[src/rtl/reg_rename_file_pkg.sv]
// Shared sizing constants for the rename register file.
// Optional build macro: REG_PERF_CNT_EN (commit/stall performance counters).
package reg_rename_file_pkg;

    localparam int REG_WIDTH = 5;
    localparam int ROB_WIDTH = 3;
    localparam int XLEN      = 32;
    localparam int REG_COUNT = 1 << REG_WIDTH;
    localparam int NUM_SRC   = 2;

    // x0 is hardwired; only non-zero indices carry state.
    function automatic logic live_reg(input logic [REG_WIDTH-1:0] idx);
        return idx != '0;
    endfunction

endpackage

[src/rtl/reg_rename_file_if.sv]
// Decoder / ROB / commit bundle between the pipeline and the rename register file.
interface reg_rename_file_if;
    import reg_rename_file_pkg::*;

    logic                 flush;
    logic [REG_WIDTH-1:0] dec_rs1;
    logic [REG_WIDTH-1:0] dec_rs2;
    logic                 dec_rename_en;
    logic [REG_WIDTH-1:0] dec_rd;
    logic [ROB_WIDTH-1:0] dec_rob_id;
    logic [XLEN-1:0]      dec_val_j;
    logic [XLEN-1:0]      dec_val_k;
    logic                 dec_busy_j;
    logic                 dec_busy_k;
    logic [ROB_WIDTH-1:0] dec_dep_j;
    logic [ROB_WIDTH-1:0] dec_dep_k;
    logic [ROB_WIDTH-1:0] rob_query_j;
    logic [ROB_WIDTH-1:0] rob_query_k;
    logic                 rob_ready_j;
    logic                 rob_ready_k;
    logic [XLEN-1:0]      rob_data_j;
    logic [XLEN-1:0]      rob_data_k;
    logic [REG_WIDTH-1:0] commit_reg_id;
    logic [XLEN-1:0]      commit_data;
    logic [ROB_WIDTH-1:0] commit_rob_id;

    modport master (
        output flush, dec_rs1, dec_rs2, dec_rename_en, dec_rd, dec_rob_id,
               rob_ready_j, rob_ready_k, rob_data_j, rob_data_k,
               commit_reg_id, commit_data, commit_rob_id,
        input  dec_val_j, dec_val_k, dec_busy_j, dec_busy_k,
               dec_dep_j, dec_dep_k, rob_query_j, rob_query_k
    );

    modport slave (
        input  flush, dec_rs1, dec_rs2, dec_rename_en, dec_rd, dec_rob_id,
               rob_ready_j, rob_ready_k, rob_data_j, rob_data_k,
               commit_reg_id, commit_data, commit_rob_id,
        output dec_val_j, dec_val_k, dec_busy_j, dec_busy_k,
               dec_dep_j, dec_dep_k, rob_query_j, rob_query_k
    );

endinterface

[src/rtl/reg_rename_file_src_lookup.sv]
// Single-source operand lookup: architectural value, ROB-forwarded value, or pending tag.
module reg_src_lookup
    import reg_rename_file_pkg::*;
(
    input  logic [REG_WIDTH-1:0]                rs,
    input  logic [REG_COUNT-1:0][XLEN-1:0]      regs,
    input  logic [REG_COUNT-1:0]                busy,
    input  logic [REG_COUNT-1:0][ROB_WIDTH-1:0] tags,
    input  logic                                rob_ready,
    input  logic [XLEN-1:0]                     rob_data,
    output logic [XLEN-1:0]                     val,
    output logic                                src_busy,
    output logic [ROB_WIDTH-1:0]                dep,
    output logic [ROB_WIDTH-1:0]                query
);

    // The ROB is always asked about the mapped tag; it is ignored when not busy.
    assign query = tags[rs];

    always_comb begin
        val      = '0;
        src_busy = 1'b0;
        dep      = '0;
        if (!live_reg(rs)) begin
            val = '0;
        end else if (!busy[rs]) begin
            val = regs[rs];
            dep = tags[rs];
        end else if (rob_ready) begin
            val = rob_data;
            dep = tags[rs];
        end else begin
            src_busy = 1'b1;
            dep      = tags[rs];
        end
    end

endmodule

[src/rtl/reg_rename_file.sv]
// Architectural register file with ROB rename tags; two combinational operand lookups.
// Optional build macro: REG_PERF_CNT_EN adds perf_commit_cnt / perf_stall_cnt outputs.
module reg_rename_file
    import reg_rename_file_pkg::*;
(
    input  logic              clk_in,
    input  logic              rst_in,
    input  logic              rdy_in,
    reg_rename_file_if.slave  bus
`ifdef REG_PERF_CNT_EN
    ,
    output logic [31:0]       perf_commit_cnt,
    output logic [31:0]       perf_stall_cnt
`endif
);

    logic [REG_COUNT-1:0][XLEN-1:0]      regs;
    logic [REG_COUNT-1:0]                busy;
    logic [REG_COUNT-1:0][ROB_WIDTH-1:0] tags;

    logic [NUM_SRC-1:0][REG_WIDTH-1:0] src_rs;
    logic [NUM_SRC-1:0]                src_ready;
    logic [NUM_SRC-1:0][XLEN-1:0]      src_rdata;
    logic [NUM_SRC-1:0][XLEN-1:0]      src_val;
    logic [NUM_SRC-1:0]                src_busy;
    logic [NUM_SRC-1:0][ROB_WIDTH-1:0] src_dep;
    logic [NUM_SRC-1:0][ROB_WIDTH-1:0] src_query;

    assign src_rs[0]    = bus.dec_rs1;
    assign src_rs[1]    = bus.dec_rs2;
    assign src_ready[0] = bus.rob_ready_j;
    assign src_ready[1] = bus.rob_ready_k;
    assign src_rdata[0] = bus.rob_data_j;
    assign src_rdata[1] = bus.rob_data_k;

    for (genvar g = 0; g < NUM_SRC; g++) begin : g_src
        reg_src_lookup u_lookup (
            .rs        (src_rs[g]),
            .regs      (regs),
            .busy      (busy),
            .tags      (tags),
            .rob_ready (src_ready[g]),
            .rob_data  (src_rdata[g]),
            .val       (src_val[g]),
            .src_busy  (src_busy[g]),
            .dep       (src_dep[g]),
            .query     (src_query[g])
        );
    end

    assign bus.dec_val_j   = src_val[0];
    assign bus.dec_val_k   = src_val[1];
    assign bus.dec_busy_j  = src_busy[0];
    assign bus.dec_busy_k  = src_busy[1];
    assign bus.dec_dep_j   = src_dep[0];
    assign bus.dec_dep_k   = src_dep[1];
    assign bus.rob_query_j = src_query[0];
    assign bus.rob_query_k = src_query[1];

    logic do_commit;
    logic do_rename;

    assign do_commit = !bus.flush && live_reg(bus.commit_reg_id);
    assign do_rename = !bus.flush && bus.dec_rename_en && live_reg(bus.dec_rd);

    // Rename is scheduled after commit so it wins on a same-register collision.
    always_ff @(posedge clk_in or posedge rst_in) begin
        if (rst_in) begin
            regs <= '0;
            busy <= '0;
            tags <= '0;
        end else if (rdy_in) begin
            if (bus.flush) begin
                busy <= '0;
            end
            if (do_commit) begin
                regs[bus.commit_reg_id] <= bus.commit_data;
                if (tags[bus.commit_reg_id] == bus.commit_rob_id)
                    busy[bus.commit_reg_id] <= 1'b0;
            end
            if (do_rename) begin
                busy[bus.dec_rd] <= 1'b1;
                tags[bus.dec_rd] <= bus.dec_rob_id;
            end
        end
    end

`ifdef REG_PERF_CNT_EN
    always_ff @(posedge clk_in or posedge rst_in) begin
        if (rst_in) begin
            perf_commit_cnt <= '0;
            perf_stall_cnt  <= '0;
        end else if (rdy_in) begin
            if (do_commit)
                perf_commit_cnt <= perf_commit_cnt + 32'd1;
            if (bus.dec_rename_en && (|src_busy))
                perf_stall_cnt <= perf_stall_cnt + 32'd1;
        end
    end
`endif

endmodule

[src/flat_wrapper.sv]
// flat-port wrapper written by rule: the top's interface ports become plain ports
module reg_rename_file_flat import reg_rename_file_pkg::*;
  (clk_in, rst_in, rdy_in, bus_flush, bus_dec_rs1, bus_dec_rs2, bus_dec_rename_en, bus_dec_rd, bus_dec_rob_id, bus_rob_ready_j, bus_rob_ready_k, bus_rob_data_j, bus_rob_data_k, bus_commit_reg_id, bus_commit_data, bus_commit_rob_id, bus_dec_val_j, bus_dec_val_k, bus_dec_busy_j, bus_dec_busy_k, bus_dec_dep_j, bus_dec_dep_k, bus_rob_query_j, bus_rob_query_k);
  reg_rename_file_if bus_i ();
  input  logic clk_in;
  input  logic rst_in;
  input  logic rdy_in;
  input wire logic [$bits(bus_i.flush)-1:0] bus_flush;
  input wire logic [$bits(bus_i.dec_rs1)-1:0] bus_dec_rs1;
  input wire logic [$bits(bus_i.dec_rs2)-1:0] bus_dec_rs2;
  input wire logic [$bits(bus_i.dec_rename_en)-1:0] bus_dec_rename_en;
  input wire logic [$bits(bus_i.dec_rd)-1:0] bus_dec_rd;
  input wire logic [$bits(bus_i.dec_rob_id)-1:0] bus_dec_rob_id;
  input wire logic [$bits(bus_i.rob_ready_j)-1:0] bus_rob_ready_j;
  input wire logic [$bits(bus_i.rob_ready_k)-1:0] bus_rob_ready_k;
  input wire logic [$bits(bus_i.rob_data_j)-1:0] bus_rob_data_j;
  input wire logic [$bits(bus_i.rob_data_k)-1:0] bus_rob_data_k;
  input wire logic [$bits(bus_i.commit_reg_id)-1:0] bus_commit_reg_id;
  input wire logic [$bits(bus_i.commit_data)-1:0] bus_commit_data;
  input wire logic [$bits(bus_i.commit_rob_id)-1:0] bus_commit_rob_id;
  output wire logic [$bits(bus_i.dec_val_j)-1:0] bus_dec_val_j;
  output wire logic [$bits(bus_i.dec_val_k)-1:0] bus_dec_val_k;
  output wire logic [$bits(bus_i.dec_busy_j)-1:0] bus_dec_busy_j;
  output wire logic [$bits(bus_i.dec_busy_k)-1:0] bus_dec_busy_k;
  output wire logic [$bits(bus_i.dec_dep_j)-1:0] bus_dec_dep_j;
  output wire logic [$bits(bus_i.dec_dep_k)-1:0] bus_dec_dep_k;
  output wire logic [$bits(bus_i.rob_query_j)-1:0] bus_rob_query_j;
  output wire logic [$bits(bus_i.rob_query_k)-1:0] bus_rob_query_k;
  assign bus_i.flush = bus_flush;
  assign bus_i.dec_rs1 = bus_dec_rs1;
  assign bus_i.dec_rs2 = bus_dec_rs2;
  assign bus_i.dec_rename_en = bus_dec_rename_en;
  assign bus_i.dec_rd = bus_dec_rd;
  assign bus_i.dec_rob_id = bus_dec_rob_id;
  assign bus_i.rob_ready_j = bus_rob_ready_j;
  assign bus_i.rob_ready_k = bus_rob_ready_k;
  assign bus_i.rob_data_j = bus_rob_data_j;
  assign bus_i.rob_data_k = bus_rob_data_k;
  assign bus_i.commit_reg_id = bus_commit_reg_id;
  assign bus_i.commit_data = bus_commit_data;
  assign bus_i.commit_rob_id = bus_commit_rob_id;
  assign bus_dec_val_j = bus_i.dec_val_j;
  assign bus_dec_val_k = bus_i.dec_val_k;
  assign bus_dec_busy_j = bus_i.dec_busy_j;
  assign bus_dec_busy_k = bus_i.dec_busy_k;
  assign bus_dec_dep_j = bus_i.dec_dep_j;
  assign bus_dec_dep_k = bus_i.dec_dep_k;
  assign bus_rob_query_j = bus_i.rob_query_j;
  assign bus_rob_query_k = bus_i.rob_query_k;
  reg_rename_file u_core (.clk_in(clk_in), .rst_in(rst_in), .rdy_in(rdy_in), .bus(bus_i));
endmodule
[config.mk]
export PLATFORM = sky130hd
export DESIGN_NAME = reg_rename_file_flat
export DESIGN_NICKNAME = d
export VERILOG_FILES = /design/src/rtl/reg_rename_file_pkg.sv /design/src/rtl/reg_rename_file_if.sv /design/src/rtl/reg_rename_file_src_lookup.sv /design/src/rtl/reg_rename_file.sv /design/src/flat_wrapper.sv
export SDC_FILE = /design/constraint.sdc
export NUM_CORES = 2
export LEC_CHECK = 0
export CORE_MARGIN = 4
export CORE_UTILIZATION = 55
export DETAILED_ROUTE_END_ITERATION = 10
export GPL_TIMING_DRIVEN = 0
export PLACE_DENSITY = 0.73
export SLEW_MARGIN = 20
export SYNTH_ARGS = -nofsm -noshare
export SYNTH_HDL_FRONTEND = slang
export SYNTH_SLANG_ARGS = --single-unit
[constraint.sdc]
create_clock -name clk_in -period 85.8 [get_ports clk_in]
set_input_delay 12.87 -clock clk_in [delete_from_list [all_inputs] [get_ports clk_in]]
set_output_delay 12.87 -clock clk_in [all_outputs]
set_load 0.005 [all_outputs]
Word-level counts from Yosys, hierarchy flattened. Index checks and enable logic that the tools add are counted.

Input bits: 129. Flip-flop bits (word level): 1152. Output and inout port bits: 78. Word-level logic and storage cells: 131.

Eq/ne operators: 1. Muxes and demuxes: 44. Bitwise operators: 3. Magnitude comparators: 6. Reduce and logical (&&, ||, !) cells: 12.

Operators by type and width (count): $bwmux 1024 (1); $mux 32 (15); $bmux 32 s5 (2); $demux 32 s5 (1); $bwmux 96 (1); $bmux 3 s5 (3); $and 32x32->32 (1); $not 32->32 (1); $or 32x32->32 (1); $lt 5x6->1 const B (4); $reduce_bool 5->1 (4); $mux 3 (6); $demux 3 s5 (1); $bmux 1 s5 (2); $demux 1 s5 (2); $ge 5x1->1 const B (2); $mux 1 (10); $logic_and 1x1->1 (5); $reduce_and 2->1 (2); $eq 3x3->1 (1); $logic_not 1->1 (1).

Logic depth before layout (Yosys ltp).
Depth after elaboration: 11. Mapped depth: 12. Mapped depth without buffers: 7.

Modules after synthesis. From an unflattened synthesis, not the netlist that was laid out.

Cell total of the unflattened synthesis: 4768. Area, all modules: 63922.6 µm².

By module, submodules not included: reg_rename_file (cells each 2796, area an instance 43968.4 µm², sequential area each 28827.6 µm², instances 1); reg_src_lookup (cells each 986, area an instance 9977.1 µm², sequential area each 0.0 µm², instances 2).

Least setup slack after synthesis. No wires, ideal clock.

Path kind: input -> output. Start point: input bus_dec_rs1[0]. End point: output bus_dec_val_j[12]. Cell stages on the path: 8. Required time: 72.930 ns. Slack: 57.691 ns. Arrival time: 15.239 ns. Buffers on the path: 3. Path through: buf_4 > clkbuf_1 > buf_1 > mux4_2 > mux4_2 > mux2_2 > nand2_1 > a21oi_1.

Cells in the longest elaborated chain, start to end: 4. Elaborated cells on any way between the ends: 7. Classes of those cells: 6 x mux; 1 x reduce/logical.

Ends and longest elaborated chain: start: declaration (line flat_wrapper.sv:9) `input wire logic [$bits(bus_i.dec_rs1)-1:0] bus_dec_rs1;`; $bmux 32 s5 / $bmux 1 s5 (equally long branches) (line reg_rename_file_src_lookup.sv:27, reg_rename_file_src_lookup.sv:26); $mux 32 (not written as such) / $mux 1 (equally long branches) (line reg_rename_file_src_lookup.sv:27, reg_rename_file_src_lookup.sv:26); $mux 32 (line reg_rename_file_src_lookup.sv:26) `end else if (!busy[rs]) begin`; $mux 32 * (line reg_rename_file_src_lookup.sv:24) `if (!live_reg(rs)) begin`; end: declaration (line flat_wrapper.sv:21) `output wire logic [$bits(bus_i.dec_val_j)-1:0] bus_dec_val_j;`.

Every way passes the cells marked *; elsewhere a longest branch is shown, timed or not. The select of a mux whose other input is x is not followed.

Final worst setup path.
Start point: input bus_dec_rs1[1]. End point: output bus_dec_val_j[13].

Same word-level chain as after synthesis.

==> flow_summary.json <==
{
  "syn2layout_area_growth_pct": 13.7,
  "finalHoldViolCount": 0,
  "slew_headroom_pct": 14.3,
  "highest_layer": "met5",
  "fin_util_pct": 63.3,
  "clkTransAtPathRegs_ns": 0.06,
  "multi_input_area_mm2": 0.0323,
  "row_count": 123,
  "die_h_um": 346,
  "arrival_ns": 17.73,
  "reg2reg_depth": 9,
  "grt_max_degree": 107,
  "fin_ws_ns": 55.20,
  "clock_latency_ns": 0.75,
  "ys_ff_latch": 1152,
  "crit_type": "in2out",
  "finalCriticalPeriod_ns": 30.60,
  "cts.hold.buffers_added": 0,
  "clock_tree.root_cell": "clkbuf_16",
  "preCtsSetupSlack_ns": 55.36,
  "p_per_area_mw_per_mm2": 21.1,
  "post-cts-setup-buffers": 0,
  "register_area_mm2": 0.0288,
  "die_w_um": 346,
  "fillers": 8325,
  "grt_usage_pct": 35.1,
  "crit_start": "bus_dec_rs1[1]",
  "synth-seq-area-share_pct": 45.8,
  "netlist_instances": 4007,
  "cts_resized": 0,
  "drt_iter0_markers": 5329,
  "vias": 42223,
  "p_leak_nw": 31.3,
  "rsz0062_at_grt": "false",
  "dp_cells": 5717,
  "start_util_pct": 55.7,
  "core_area_mm2": 0.113,
  "met2_length_um": 94400,
  "startpoint_type": "input port",
  "m1WireLength_um": 79100,
  "grt_pass1_wl_um": 303000,
  "antenna_found_initial": 9,
  "setup_viol": 0,
  "wl_met3_um": 24900,
  "netlist_area_mm2": 0.0630,
  "irDropWorstVdd_mv": 0.0187,
  "yosys_warnings": 0,
  "postRouteAntennaNets": 0,
  "place_area_mm2": 0.0673,
  "synth_flop_cell": "dfrtp_1",
  "grt_pass1_vias": 43308,
  "ff2ff_setup_slack_ns": 82.53,
  "worst_slew_pin_slew_ns": 1.29,
  "drc": 0,
  "finalNetCount": 4479,
  "layout-drive-gt1-share_pct": 50.5,
  "final_cell_mix": "1152 x dfrtp_1, 1148 x mux2_2, 736 x mux4_2",
  "routed_wl_um": 211000,
  "fin_crit_sh_pct": 35.7,
  "slew_violations": 0,
  "cp.required_ns": 72.93,
  "grt-ovfl-total": 0,
  "status": "complete, no violations",
  "gp_congestion": 0.933,
  "syn_avg_cell_area_um2": 15.7,
  "first_pass_iters": 6,
  "io_pins": 207,
  "drv_cap": 0,
  "critical_path.max_fanout": 11,
  "cp-endpoint": "bus_dec_val_j[13]",
  "hp-start": "u_core.regs[2]",
  "async_flop_share_pct": 100,
  "fin_skew_ns": 0.0131,
  "reg2reg_to": "u_core.busy[14]",
  "fmax_mhz": 32.7,
  "stdcell_count": 5948,
  "tns_ns": 0,
  "mostFrequentLayoutCell": "dfrtp_1",
  "hp-class": "reg2reg",
  "synth.distinct_cells": 43,
  "synth_nets": 4136,
  "wl_per_cell_um": 35.5,
  "io_buffers": 192,
  "cts_max_path_buffers": 3,
  "dpl.hpwl_um": 149000,
  "final_cell_area_mm2": 0.0716,
  "cts_tree": "built",
  "end_kind": "output port",
  "timing.rr.start": "u_core.tags[21]",
  "cts-buffers-inserted": 130,
  "clock_sinks": 1152,
  "cts_max_level": 4,
  "avgViaCountPerCell": 7.10,
  "synth_edf_count": 0,
  "die_area_mm2": 0.120
}
-- registers in the layout, summed over array words and instances, names as in the netlist --
signal	flops
u_core.regs	1024
u_core.busy	32
u_core.tags	96
-- synthesized netlist by cell type (3+ instances only) --
master / instances / area (um^2)
nor3b_1: 5 / 37.5
buf_4: 6 / 45.0
and2_1: 5 / 31.3
mux2i_1: 19 / 190
nand2b_1: 9 / 56.3
nor2_1: 29 / 109
a31oi_1: 6 / 37.5
nand3b_1: 66 / 495
mux2_2: 1148 / 12900
mux4_2: 736 / 16600
o21ai_0: 27 / 135
a32o_1: 4 / 40.0
nor2b_1: 13 / 81.3
buf_2: 55 / 275
inv_1: 9 / 33.8
buf_1: 113 / 424
nand4_1: 3 / 18.8
a21oi_1: 76 / 380
o2111ai_1: 3 / 26.3
o211ai_1: 9 / 67.6
or4_1: 6 / 45.0
dfrtp_1: 1152 / 28800
a22oi_1: 6 / 45.0
and3_1: 6 / 37.5
nand2_1: 159 / 597
nor4_1: 19 / 119
clkbuf_1: 284 / 1070
nor3_1: 12 / 60.1
-- metrics by stage --
stage,power (W),hold WS (ns)
CTS,0.00151,0.479
finish,0.00151,0.474
global placement,0.000935,0.452
detailed placement,0.000946,0.464
floorplan,0.000849,0.441
global route,0.00156,0.491
-- logic make-up (layout without fill, tap and decap cells) --
group                     after synthesis  in the layout  synth area share [%]
buffers and inverters                 469            904                  2.96
muxes                                1904           1904                  47.2
DFF                                  1152           1152                  45.8
other                                   0              6                     0
AOI/OAI and AO/OA                     134            134                  1.21
and+or+nand+nor                       346            346                  2.86
xor gates and xnor gates                2              2                0.0278
-- routing by layer --
layer  up-vias  track usage, %
li1      16329               -
met1     22605            46.3
met2      2661            51.5
met3       626            12.9
met4         2            18.6
met5         -               0
-- worst max-delay path, stage by stage --
cell and delay (ns):
clkbuf_1 0.72, buf_2 0.54, mux4_2 0.39, mux4_2 0.50
mux2i_1 0.18, clkbuf_2 0.64, clkbuf_1 0.83, nand3b_1 0.31
a21oi_1 0.20, clkdlybuf4s50_1 0.52
-- power breakdown --
| group | switching [W] | internal, W |
|---|---|---|
| clock network | 0.000231 | 0.000338 |
| logic | 0.000119 | 0.000163 |
| registers | 0.0000503 | 0.000610 |
| total | 0.000401 | 0.00111 |
-- worst min-delay path by stage --
stage	end	depth (start not counted)
6_report	u_core.regs[2]	1
3_3_place_gp	u_core.regs[28]	1
5_1_grt	u_core.regs[20]	1
2_1_floorplan	u_core.regs[0]	1
3_5_place_dp	u_core.regs[11]	1
4_1_cts	u_core.regs[2]	1
-- layout make-up --
cell class              instances  area share, %
flip-flops and latches       1152           40.3
inverters                       9         0.0577
plain buffers                 460           2.68
repair buffers                211           3.27
clock inverters                37          0.612
well taps                    1500           2.62
diodes                          6         0.0210
multi-input cells            2386           45.1
clock buffers                 187           5.38
(Power assumes the default switching activity.)
